===== src/rtl/mem_port_arbiter.sv =====
// mem_port_arbiter: shares one single-port memory between instruction fetch
// and the load/store path. It turns core load/store controls into word-aligned
// transactions with byte enables, and runs each access through a req/ack
// handshake with variable latency. The core is stalled until the access
// completes. Data accesses have fixed priority over fetches.
// Optional feature macro: MEM_ARB_MISALIGN_CHECK_EN. When it is defined,
// misaligned HALF/WORD data accesses complete with dmem_err and no memory cycle.
module mem_port_arbiter #(
    parameter int ADDR_W = 32,
    parameter int DATA_W = 32
) (
    input  logic              i_clk,
    input  logic              i_rst,
    input  logic              i_if_req,
    input  logic [ADDR_W-1:0] i_if_addr,
    output logic [DATA_W-1:0] o_if_rdata,
    output logic              o_if_valid,
    input  logic              i_dmem_req,
    input  logic              i_dmem_wr,
    input  logic [1:0]        i_dmem_size,
    input  logic              i_dmem_zero_ex,
    input  logic [ADDR_W-1:0] i_dmem_addr,
    input  logic [DATA_W-1:0] i_dmem_wdata,
    output logic [DATA_W-1:0] o_dmem_rdata,
    output logic              o_dmem_done,
    output logic              o_dmem_err,
    output logic              o_stall,
    output logic              o_mem_req,
    output logic              o_mem_we,
    output logic [ADDR_W-1:0] o_mem_addr,
    output logic [3:0]        o_mem_be,
    output logic [DATA_W-1:0] o_mem_wdata,
    input  logic              i_mem_ack,
    input  logic [DATA_W-1:0] i_mem_rdata
);

    localparam logic [1:0] OP_DMEM_BYTE = 2'b00;
    localparam logic [1:0] OP_DMEM_HALF = 2'b01;
    localparam logic [1:0] OP_DMEM_WORD = 2'b10;

    typedef enum logic [1:0] {
        S_IDLE    = 2'd0,
        S_IF_BUSY = 2'd1,
        S_D_BUSY  = 2'd2,
        S_RESP    = 2'd3
    } state_t;

    state_t r_state;
    state_t w_state_nxt;

    logic w_take_if;
    logic w_take_data;
    logic w_misalign;
    logic w_if_ack;
    logic w_d_ack;
    logic w_req_misaligned;

    logic              r_mem_req;
    logic              r_mem_we;
    logic [ADDR_W-1:0] r_mem_addr;
    logic [3:0]        r_mem_be;
    logic [DATA_W-1:0] r_mem_wdata;
    logic              r_if_valid;
    logic [DATA_W-1:0] r_if_rdata;
    logic              r_dmem_done;
    logic              r_dmem_err;
    logic [DATA_W-1:0] r_dmem_rdata;
    logic              r_d_wr;
    logic [1:0]        r_d_size;
    logic              r_d_zero_ex;
    logic [1:0]        r_d_off;

    // Fetch words are always aligned, so the low fetch address bits are dropped.
    logic w_unused_if_lsb;
    assign w_unused_if_lsb = ^i_if_addr[1:0];

    // Byte enables for a store; sizes outside BYTE/HALF act as WORD.
    function automatic logic [3:0] f_be(input logic [1:0] size, input logic [1:0] off);
        logic [3:0] be;
        case (size)
            OP_DMEM_BYTE: be = 4'b0001 << off;
            OP_DMEM_HALF: be = 4'b0011 << {off[1], 1'b0};
            default:      be = 4'b1111;
        endcase
        return be;
    endfunction

    // Replicate store data across lanes so that the enabled lanes carry it.
    function automatic logic [DATA_W-1:0] f_wdata(input logic [1:0] size,
                                                  input logic [DATA_W-1:0] wd);
        logic [DATA_W-1:0] res;
        case (size)
            OP_DMEM_BYTE: res = {4{wd[7:0]}};
            OP_DMEM_HALF: res = {2{wd[15:0]}};
            default:      res = wd;
        endcase
        return res;
    endfunction

    // Shift the addressed lane(s) down, truncate, then sign- or zero-extend.
    function automatic logic [DATA_W-1:0] f_load(input logic [1:0] size,
                                                 input logic zx,
                                                 input logic [1:0] off,
                                                 input logic [DATA_W-1:0] rd);
        logic [DATA_W-1:0] sh;
        logic [DATA_W-1:0] res;
        sh  = rd;
        res = rd;
        case (size)
            OP_DMEM_BYTE: begin
                sh  = rd >> {off, 3'b000};
                res = zx ? {24'h000000, sh[7:0]} : {{24{sh[7]}}, sh[7:0]};
            end
            OP_DMEM_HALF: begin
                sh  = rd >> {off[1], 4'b0000};
                res = zx ? {16'h0000, sh[15:0]} : {{16{sh[15]}}, sh[15:0]};
            end
            default: res = rd;
        endcase
        return res;
    endfunction

`ifdef MEM_ARB_MISALIGN_CHECK_EN
    // HALF needs an even address, WORD needs a multiple of four.
    function automatic logic f_misaligned(input logic [1:0] size, input logic [1:0] off);
        logic bad;
        case (size)
            OP_DMEM_BYTE: bad = 1'b0;
            OP_DMEM_HALF: bad = off[0];
            default:      bad = (off != 2'b00);
        endcase
        return bad;
    endfunction

    assign w_req_misaligned = f_misaligned(i_dmem_size, i_dmem_addr[1:0]);
`else
    assign w_req_misaligned = 1'b0;
`endif

    // Next-state and per-cycle event decode.
    always_comb begin
        w_state_nxt = r_state;
        w_take_if   = 1'b0;
        w_take_data = 1'b0;
        w_misalign  = 1'b0;
        w_if_ack    = 1'b0;
        w_d_ack     = 1'b0;
        case (r_state)
            S_IDLE: begin
                if (i_dmem_req) begin
                    w_take_data = 1'b1;
                    if (w_req_misaligned) begin
                        w_misalign  = 1'b1;
                        w_state_nxt = S_RESP;
                    end else begin
                        w_state_nxt = S_D_BUSY;
                    end
                end else if (i_if_req) begin
                    w_take_if   = 1'b1;
                    w_state_nxt = S_IF_BUSY;
                end else begin
                    w_state_nxt = S_IDLE;
                end
            end
            S_IF_BUSY: begin
                if (i_mem_ack) begin
                    w_if_ack    = 1'b1;
                    w_state_nxt = S_RESP;
                end else begin
                    w_state_nxt = S_IF_BUSY;
                end
            end
            S_D_BUSY: begin
                if (i_mem_ack) begin
                    w_d_ack     = 1'b1;
                    w_state_nxt = S_RESP;
                end else begin
                    w_state_nxt = S_D_BUSY;
                end
            end
            S_RESP:  w_state_nxt = S_IDLE;
            default: w_state_nxt = S_IDLE;
        endcase
    end

    // State register.
    always_ff @(posedge i_clk) begin
        if (i_rst) begin
            r_state <= S_IDLE;
        end else begin
            r_state <= w_state_nxt;
        end
    end

    // Memory-side request fields, latched when a request is accepted.
    always_ff @(posedge i_clk) begin
        if (i_rst) begin
            r_mem_req   <= 1'b0;
            r_mem_we    <= 1'b0;
            r_mem_addr  <= {ADDR_W{1'b0}};
            r_mem_be    <= 4'b0000;
            r_mem_wdata <= {DATA_W{1'b0}};
        end else begin
            r_mem_req <= (w_state_nxt == S_IF_BUSY) || (w_state_nxt == S_D_BUSY);
            if (w_take_if) begin
                r_mem_we    <= 1'b0;
                r_mem_addr  <= {i_if_addr[ADDR_W-1:2], 2'b00};
                r_mem_be    <= 4'b1111;
                r_mem_wdata <= {DATA_W{1'b0}};
            end else if (w_take_data && !w_misalign) begin
                r_mem_we    <= i_dmem_wr;
                r_mem_addr  <= {i_dmem_addr[ADDR_W-1:2], 2'b00};
                r_mem_be    <= i_dmem_wr ? f_be(i_dmem_size, i_dmem_addr[1:0]) : 4'b1111;
                r_mem_wdata <= i_dmem_wr ? f_wdata(i_dmem_size, i_dmem_wdata) : {DATA_W{1'b0}};
            end
        end
    end

    // Data command fields kept for formatting the load result at ack time.
    always_ff @(posedge i_clk) begin
        if (i_rst) begin
            r_d_wr      <= 1'b0;
            r_d_size    <= 2'b00;
            r_d_zero_ex <= 1'b0;
            r_d_off     <= 2'b00;
        end else if (w_take_data) begin
            r_d_wr      <= i_dmem_wr;
            r_d_size    <= i_dmem_size;
            r_d_zero_ex <= i_dmem_zero_ex;
            r_d_off     <= i_dmem_addr[1:0];
        end
    end

    // Completion pulses and captured results, presented during RESP.
    always_ff @(posedge i_clk) begin
        if (i_rst) begin
            r_if_valid   <= 1'b0;
            r_if_rdata   <= {DATA_W{1'b0}};
            r_dmem_done  <= 1'b0;
            r_dmem_err   <= 1'b0;
            r_dmem_rdata <= {DATA_W{1'b0}};
        end else begin
            r_if_valid  <= w_if_ack;
            r_dmem_done <= w_d_ack | w_misalign;
            r_dmem_err  <= w_misalign;
            if (w_if_ack) begin
                r_if_rdata <= i_mem_rdata;
            end
            if (w_d_ack) begin
                r_dmem_rdata <= r_d_wr ? {DATA_W{1'b0}}
                                       : f_load(r_d_size, r_d_zero_ex, r_d_off, i_mem_rdata);
            end else if (w_misalign) begin
                r_dmem_rdata <= {DATA_W{1'b0}};
            end
        end
    end

    assign o_mem_req    = r_mem_req;
    assign o_mem_we     = r_mem_we;
    assign o_mem_addr   = r_mem_addr;
    assign o_mem_be     = r_mem_be;
    assign o_mem_wdata  = r_mem_wdata;
    assign o_if_valid   = r_if_valid;
    assign o_if_rdata   = r_if_rdata;
    assign o_dmem_done  = r_dmem_done;
    assign o_dmem_err   = r_dmem_err;
    assign o_dmem_rdata = r_dmem_rdata;

    // The core is held while it has an outstanding request that has not completed.
    assign o_stall = (i_if_req & ~r_if_valid) | (i_dmem_req & ~r_dmem_done);

endmodule


===== config.mk =====
export PLATFORM = sky130hd
export DESIGN_NAME = mem_port_arbiter
export DESIGN_NICKNAME = d
export VERILOG_FILES = /design/src/rtl/mem_port_arbiter.sv
export SDC_FILE = /design/constraint.sdc
export NUM_CORES = 1
export LEC_CHECK = 0
export ABC_AREA = 1
export CAP_MARGIN = 20
export CORE_MARGIN = 4
export CORE_UTILIZATION = 30
export DETAILED_ROUTE_END_ITERATION = 7
export PLACE_DENSITY = 0.6
export REMOVE_ABC_BUFFERS = 1
export SYNTH_ARGS = -nofsm -noshare
export SYNTH_HDL_FRONTEND = slang
export SYNTH_SLANG_ARGS = --single-unit

===== constraint.sdc =====
create_clock -name i_clk -period 1.6 [get_ports i_clk]
set_input_delay 0.32 -clock i_clk [delete_from_list [all_inputs] [get_ports i_clk]]
set_output_delay 0.32 -clock i_clk [all_outputs]
set_load 0.01 [all_outputs]

# Word-level counts from Yosys, hierarchy flattened
# Index checks and enable logic that the tools add are counted.
# W data, S select, Z words.
word_totals:
  regBits: 142
  inputBits: 137
  out_inout_bits: 138
  wordCells: 62
classes:
  n_eq_ne: 7
  shift: 4
  n_mux: 26
  bitwise_logic: 5
  reduce_logical: 6
op_table:
  columns: ["operator", "count"]
  rows:
  - ["$mux W32", 7]
  - ["$pmux W32 S2", 2]
  - ["$shr A32 B5 Y16", 1]
  - ["$shr A32 B5 Y8", 1]
  - ["$mux W4", 3]
  - ["$mux W1", 10]
  - ["$eq A2 B1 Y1 const B", 4]
  - ["$pmux W2 S4", 1]
  - ["$pmux W4 S2", 1]
  - ["$eq A2 B2 Y1 const B", 3]
  - ["$logic_not A2 Y1", 3]
  - ["$mux W2", 2]
  - ["$shl A1 B2 Y4 const A", 1]
  - ["$shl A2 B2 Y4 const A", 1]
  - ["$and A1 B1 Y1", 2]
  - ["$not A1 Y1", 2]
  - ["$reduce_bool A2 Y1", 1]
  - ["$reduce_or A2 Y1", 1]
  - ["$logic_or A1 B1 Y1", 1]
  - ["$or A1 B1 Y1", 1]

# Logic depth before layout (Yosys ltp)
# Gate-level depths: netlist of run 1.
depth:
  ltp_word: 5
  ltp_mapped: 11
  ltp_nobuf: 9

# Worst setup path before layout of run 1
# No wires, ideal clock.
synth_timing:
  path_type: "input-to-reg"
  from: "in i_mem_ack"
  to: "reg r_dmem_rdata[20], in the netlist o_dmem_rdata[20]"
  setup_ns: 0.070
  t_arrival_ns: 1.318
  t_required_ns: 1.530
  path_slack_ns: 0.211
  stages: 8
  path_buffers: 3
  path_cell_list: "buf_4 nand3_2 or2_1 buf_2 buf_2 nor2_1 nand2_1 a21oi_1"
synth_via:
  elab_chain_len: 2
synth_lines:
  columns: ["element", "line_no", "source"]
  rows:
  - ["from (decl)", "33", "input logic i_mem_ack,"]
  - ["$mux W1", "174", "if (i_mem_ack) begin"]
  - ["$mux W1", "148", "case (r_state)"]
  - ["to (signal assigned)", "241", "r_dmem_rdata <= {DATA_W{1'b0}};"]
  - ["to (signal assigned)", "250", "r_dmem_rdata <= r_d_wr ? {DATA_W{1'b0}}"]
  - ["to (signal assigned)", "253", "r_dmem_rdata <= {DATA_W{1'b0}};"]
  - ["to (decl)", "67", "logic [DATA_W-1:0] r_dmem_rdata;"]
# No other way between the ends.
# A chain may end at the register's enable or synchronous reset.

# Final worst setup path of run 1
layout_timing:
  from: "in i_dmem_req"
  to: "out o_stall"
layout_via:
  elab_chain_len: 2
layout_lines:
  columns: ["element", "line_no", "source"]
  rows:
  - ["from (decl)", "18", "input logic i_dmem_req,"]
  - ["$and A1 B1 Y1", "270", "assign o_stall = (i_if_req & ~r_if_valid) | (i_dmem_req & ~r_dmem_done);"]
  - ["$or A1 B1 Y1", "270", null]
  - ["to (decl)", "27", "output logic o_stall,"]
# No other way between the ends.

==> summary.md, run 1 <==
| Metric | Value |
|---|---|
| GRT overflow | 0 |
| Outcome | finished clean |
| Final setup fails | 0 |
| Flop2flop setup slack | about 0.17 ns |
| DR WL/cell | 15.7 µm |
| Main combinational cell family by area after synthesis | simple AND/OR/NAND/NOR gates |
| Overall routing resource usage | 0.195 |
| Worst skew pair latency | 0.42 ns |
| Die outline area | 0.0233 mm² |
| Mux cell area share after synthesis | 0 |
| Share of cells above drive strength 1 | 0.0953 |
| P_leak | ~4.8 nW |
| Async SR Flop Fraction | 0 |
| Placer congestion estimate | 0.858 |
| Hold EP | o_if_rdata[6]$_SDFFE_PP0P_ |
| Hold_ws | between 0.4 and 0.5 ns |
| Fin crit share | 0.972 |
| Avg Inst Size Synth | a little under 7 µm² |
| Hold Crit Class | input pin to register |
| Critical Path, Cell by Cell | clkdlybuf4s50_1 > inv_1 > o22ai_1 > clkdlybuf4s15_2 |
| Worst clock skew | approximately 0.0080 ns |
| Synth warnings | 0 |
| Worst flop-to-flop path startpoint | r_d_off[1]$_SDFFE_PP0P_ |
| Crit path capture type | output port |
| Detailed-route DRC error count | 0 |
| DP HPWL | 17,400 µm |
| Max-slew violations | 0 |
| Sequential area share after synthesis | 0.452 |
| Post-DP Area | 0.00967 mm² |
| Worst-path clk slew | 0.06 ns |
| Initial antenna violation count | 1 |
| Largest cells by area after synthesis | dfxtp_1 (45%), nand2_1 (17%), a21oi_1 (9.6%), nand3_1 (6.4%), nor2_1 (4.2%) |
| Final Hold Vio Count | 0 |
| Area leader, netlist | dfxtp_1 |
| Clock sinks | approximately 140 |
| Via count | 6,937 |
| CP Launch Type | input pin |
| Synth Instances | 912 |
| XOR/XNOR share of the synthesized area | 0 |
| Ys flop type | dfxtp_1 |
| Reg-to-reg endpoint | o_dmem_rdata[23]$_SDFFE_PP0P_ |
| Nets | ~1,300 |
| Max-cap violations | 0 |
| Register bit total from synthesis | approximately 140 |
| Antenna Diode Count | 0 |
| Num CTS Buffers | 17 |
| First-pass GRT wire length | about 37,000 µm |
| Maximum VDD drop | 0.761 mV |
| WS Path Type | input pin to output port |
| Slowest-stage cell, CP | clkdlybuf4s50_1 |
| Chip height | 153 µm |
| # IOs | around 280 |
| Post-DR vias/cell | 4.67 |
| Post-Syn Area | 0.00629 mm² |
| Hold path cells | 3 |
| RSZ-0062 raised after global routing | no |
| Worst path arrival time | 1.24 ns |
| Post-synthesis adder-cell area fraction | 0 |
| Vias in the first global route | approximately 6,600 |
| Fmax | ~0.64 GHz |
| Clock period minus worst slack | roughly 1.6 ns |
| Power, Total | 10.8 mW |
| Initial Utilization | 0.308 |
| Yosys top cell area share | 0.452 |
| EDFF count, synth | 0 |
| Root Buffer | clkbuf_16 |
| Core Region | 0.0204 mm² |
| Layout area overhead | 61.4% |
| Largest fanout on the critical path | 2 |
| Total wire length | about 23,000 µm |
| Simple-Gate Fraction of Synth Area | 0.305 |
| Die width | around 150 µm |
| CTS tree | built |
| Core Util, Final | 0.497 |
| CTS Buffer Depth | 2 |
| Post-synth cell types | 28 |
| CTS H-Tree Depth | 4 |
| Hold_sp | i_rst |
| Initial DRC count | 278 |
| I/O Buffers | 269 |
| FF-to-FF path depth | 10 |
| Worst path required time | 1.28 ns |
| First drt pass iteration count | 4 |
| Critical Path Max Stage Delay | 0.47 ns |
| Pwr/cell area | about 1100 mW/mm² |
| Largest net degree at the start of global routing | 70 |
| FP Rows | 52 |
| Compound-cell area share of the yosys netlist | 0.159 |
| Fin area | approximately 0.01 mm² |
| Antenna Nets Post-Route | 0 |
## sequential cells by signal, summed over array words and instances, names as in the netlist, 2 cells and up
signal,cells
r_state,2
o_if_rdata,32
r_d_off,2
o_mem_wdata,32
o_mem_be,4
o_mem_addr,30
r_d_size,2
o_dmem_rdata,32
## power by group
group          internal [mW]  switching [mW]  total (mW)
logic                   1.19            1.39        2.58
clock network           2.67            1.62        4.28
registers               3.82           0.146        3.97
total                   7.68            3.15        10.8
## layer usage
layer  vias to the layer above  global-route usage  wire length (µm)
met1                      3122               0.245             10100
met2                       240               0.314             10800
met4                         2              0.0475               298
met5                         -                   0                13
li1                       3551                   -                 -
met3                        22              0.0790              2110
## critical path: cells and delay by family
family | cells | cell delay [ns]
compound gates | 1 | 0.13
buf+inv | 3 | 0.77
## per-stage QoR
step | setup slack [ns] | TNS [ns] | std cells
4_1_cts | 0.00668 | 0 | 1487
5_1_grt | 0.00502 | 0 | 1487
3_5_place_dp | -0.312 | -26.07 | 1455
6_report | 0.0444 | 0 | 1487
2_1_floorplan | -1.37 | -109.63 | 848
3_3_place_gp | -0.282 | -22.79 | 1455
## cell type report
class	instances	area [µm²]
Tap cell	270	338
Clock inverter	12	184
Sequential cell	142	2840
Timing Repair Buffer	337	3170
Multi-Input combinational cell	650	2950
Inverter	56	211
Clock buffer	20	447
Fill cell	2119	10300
## cell usage after synthesis (3+ instances only)
library cell  count
buf_4             5
nand2_1         290
buf_2            15
o22ai_1           8
nor2_1           70
nand3_1          80
inv_1            52
buf_6             3
o21ai_0          18
o211ai_1         33
a21oi_1         120
dfxtp_1         142
clkbuf_1         40
buf_1             3
nor3_1           15
## how the worst max path moves through the flow
| stage | to | slack (ns) | depth (start not counted) | start |
|---|---|---|---|---|
| CTS | o_stall | 0.007 | 4 | i_if_req |
| floorplan | o_mem_be[0]$_SDFFE_PP0P_ | -1.37 | 6 | r_state[1]$_SDFF_PP0_ |
| finish | o_stall | 0.04 | 4 | i_dmem_req |
| global placement | o_stall | -0.28 | 4 | i_if_req |
| global route | o_stall | 0.005 | 4 | i_dmem_req |
| detailed placement | o_stall | -0.31 | 4 | i_if_req |
## cell families (layout without fill, tap and decap cells)
logic type	after synthesis	in the layout
flip-flops	142	142
AND/OR/NAND/NOR	466	466
AO/OA/AOI/OAI	181	181
other	1	3
buffers and inverters	122	425
## what timing repair did
action / CTS / global route
endpoints found under the setup margin: 135 / 3
setup buffers: 0 / 0
hold buffers: 0 / 0
gates resized for setup: 137 / 3
pin swaps: 0 / 0
cloned: 0 / 0
## cell usage in the layout, fill, tap and decap left out, types with 3 or more instances in the layout
| cell | count |
|---|---|
| nand2_2 | 3 |
| clkinv_4 | 3 |
| bufinv_16 | 4 |
| dfxtp_1 | 142 |
| a21oi_1 | 120 |
| nand3_1 | 79 |
| nor3_1 | 15 |
| nor2_1 | 69 |
| o21ai_0 | 18 |
| o211ai_1 | 33 |
| nand2_1 | 288 |
| conb_1 | 3 |
| buf_12 | 11 |
| o22ai_1 | 8 |
| dlygate4sd2_1 | 134 |
| buf_4 | 57 |
| nor2_4 | 3 |
| clkdlybuf4s50_1 | 132 |
| clkbuf_16 | 17 |
| nand3_2 | 3 |
| inv_1 | 52 |
No activity file was read; power rests on OpenSTA's default activity.
==> run 2, diff against run 1 <==
--- a/config.mk
+++ b/config.mk
@@ -6,7 +6,6 @@
 export NUM_CORES = 1
 export LEC_CHECK = 0
 export ABC_AREA = 1
-export CAP_MARGIN = 20
 export CORE_MARGIN = 4
 export CORE_UTILIZATION = 30
 export DETAILED_ROUTE_END_ITERATION = 7
==> results of run 2 <==
Same layout as run 1: the final DEF is identical, and so are final timing and power.
==> run 3, diff against run 2 <==
--- a/config.mk
+++ b/config.mk
@@ -8,6 +8,7 @@
 export ABC_AREA = 1
 export CORE_MARGIN = 4
 export CORE_UTILIZATION = 30
+export CTS_CLUSTER_SIZE = 12
 export DETAILED_ROUTE_END_ITERATION = 7
 export PLACE_DENSITY = 0.6
 export REMOVE_ABC_BUFFERS = 1
==> results of run 3 <==
Same layout as run 1: the final DEF is identical, and so are final timing and power.
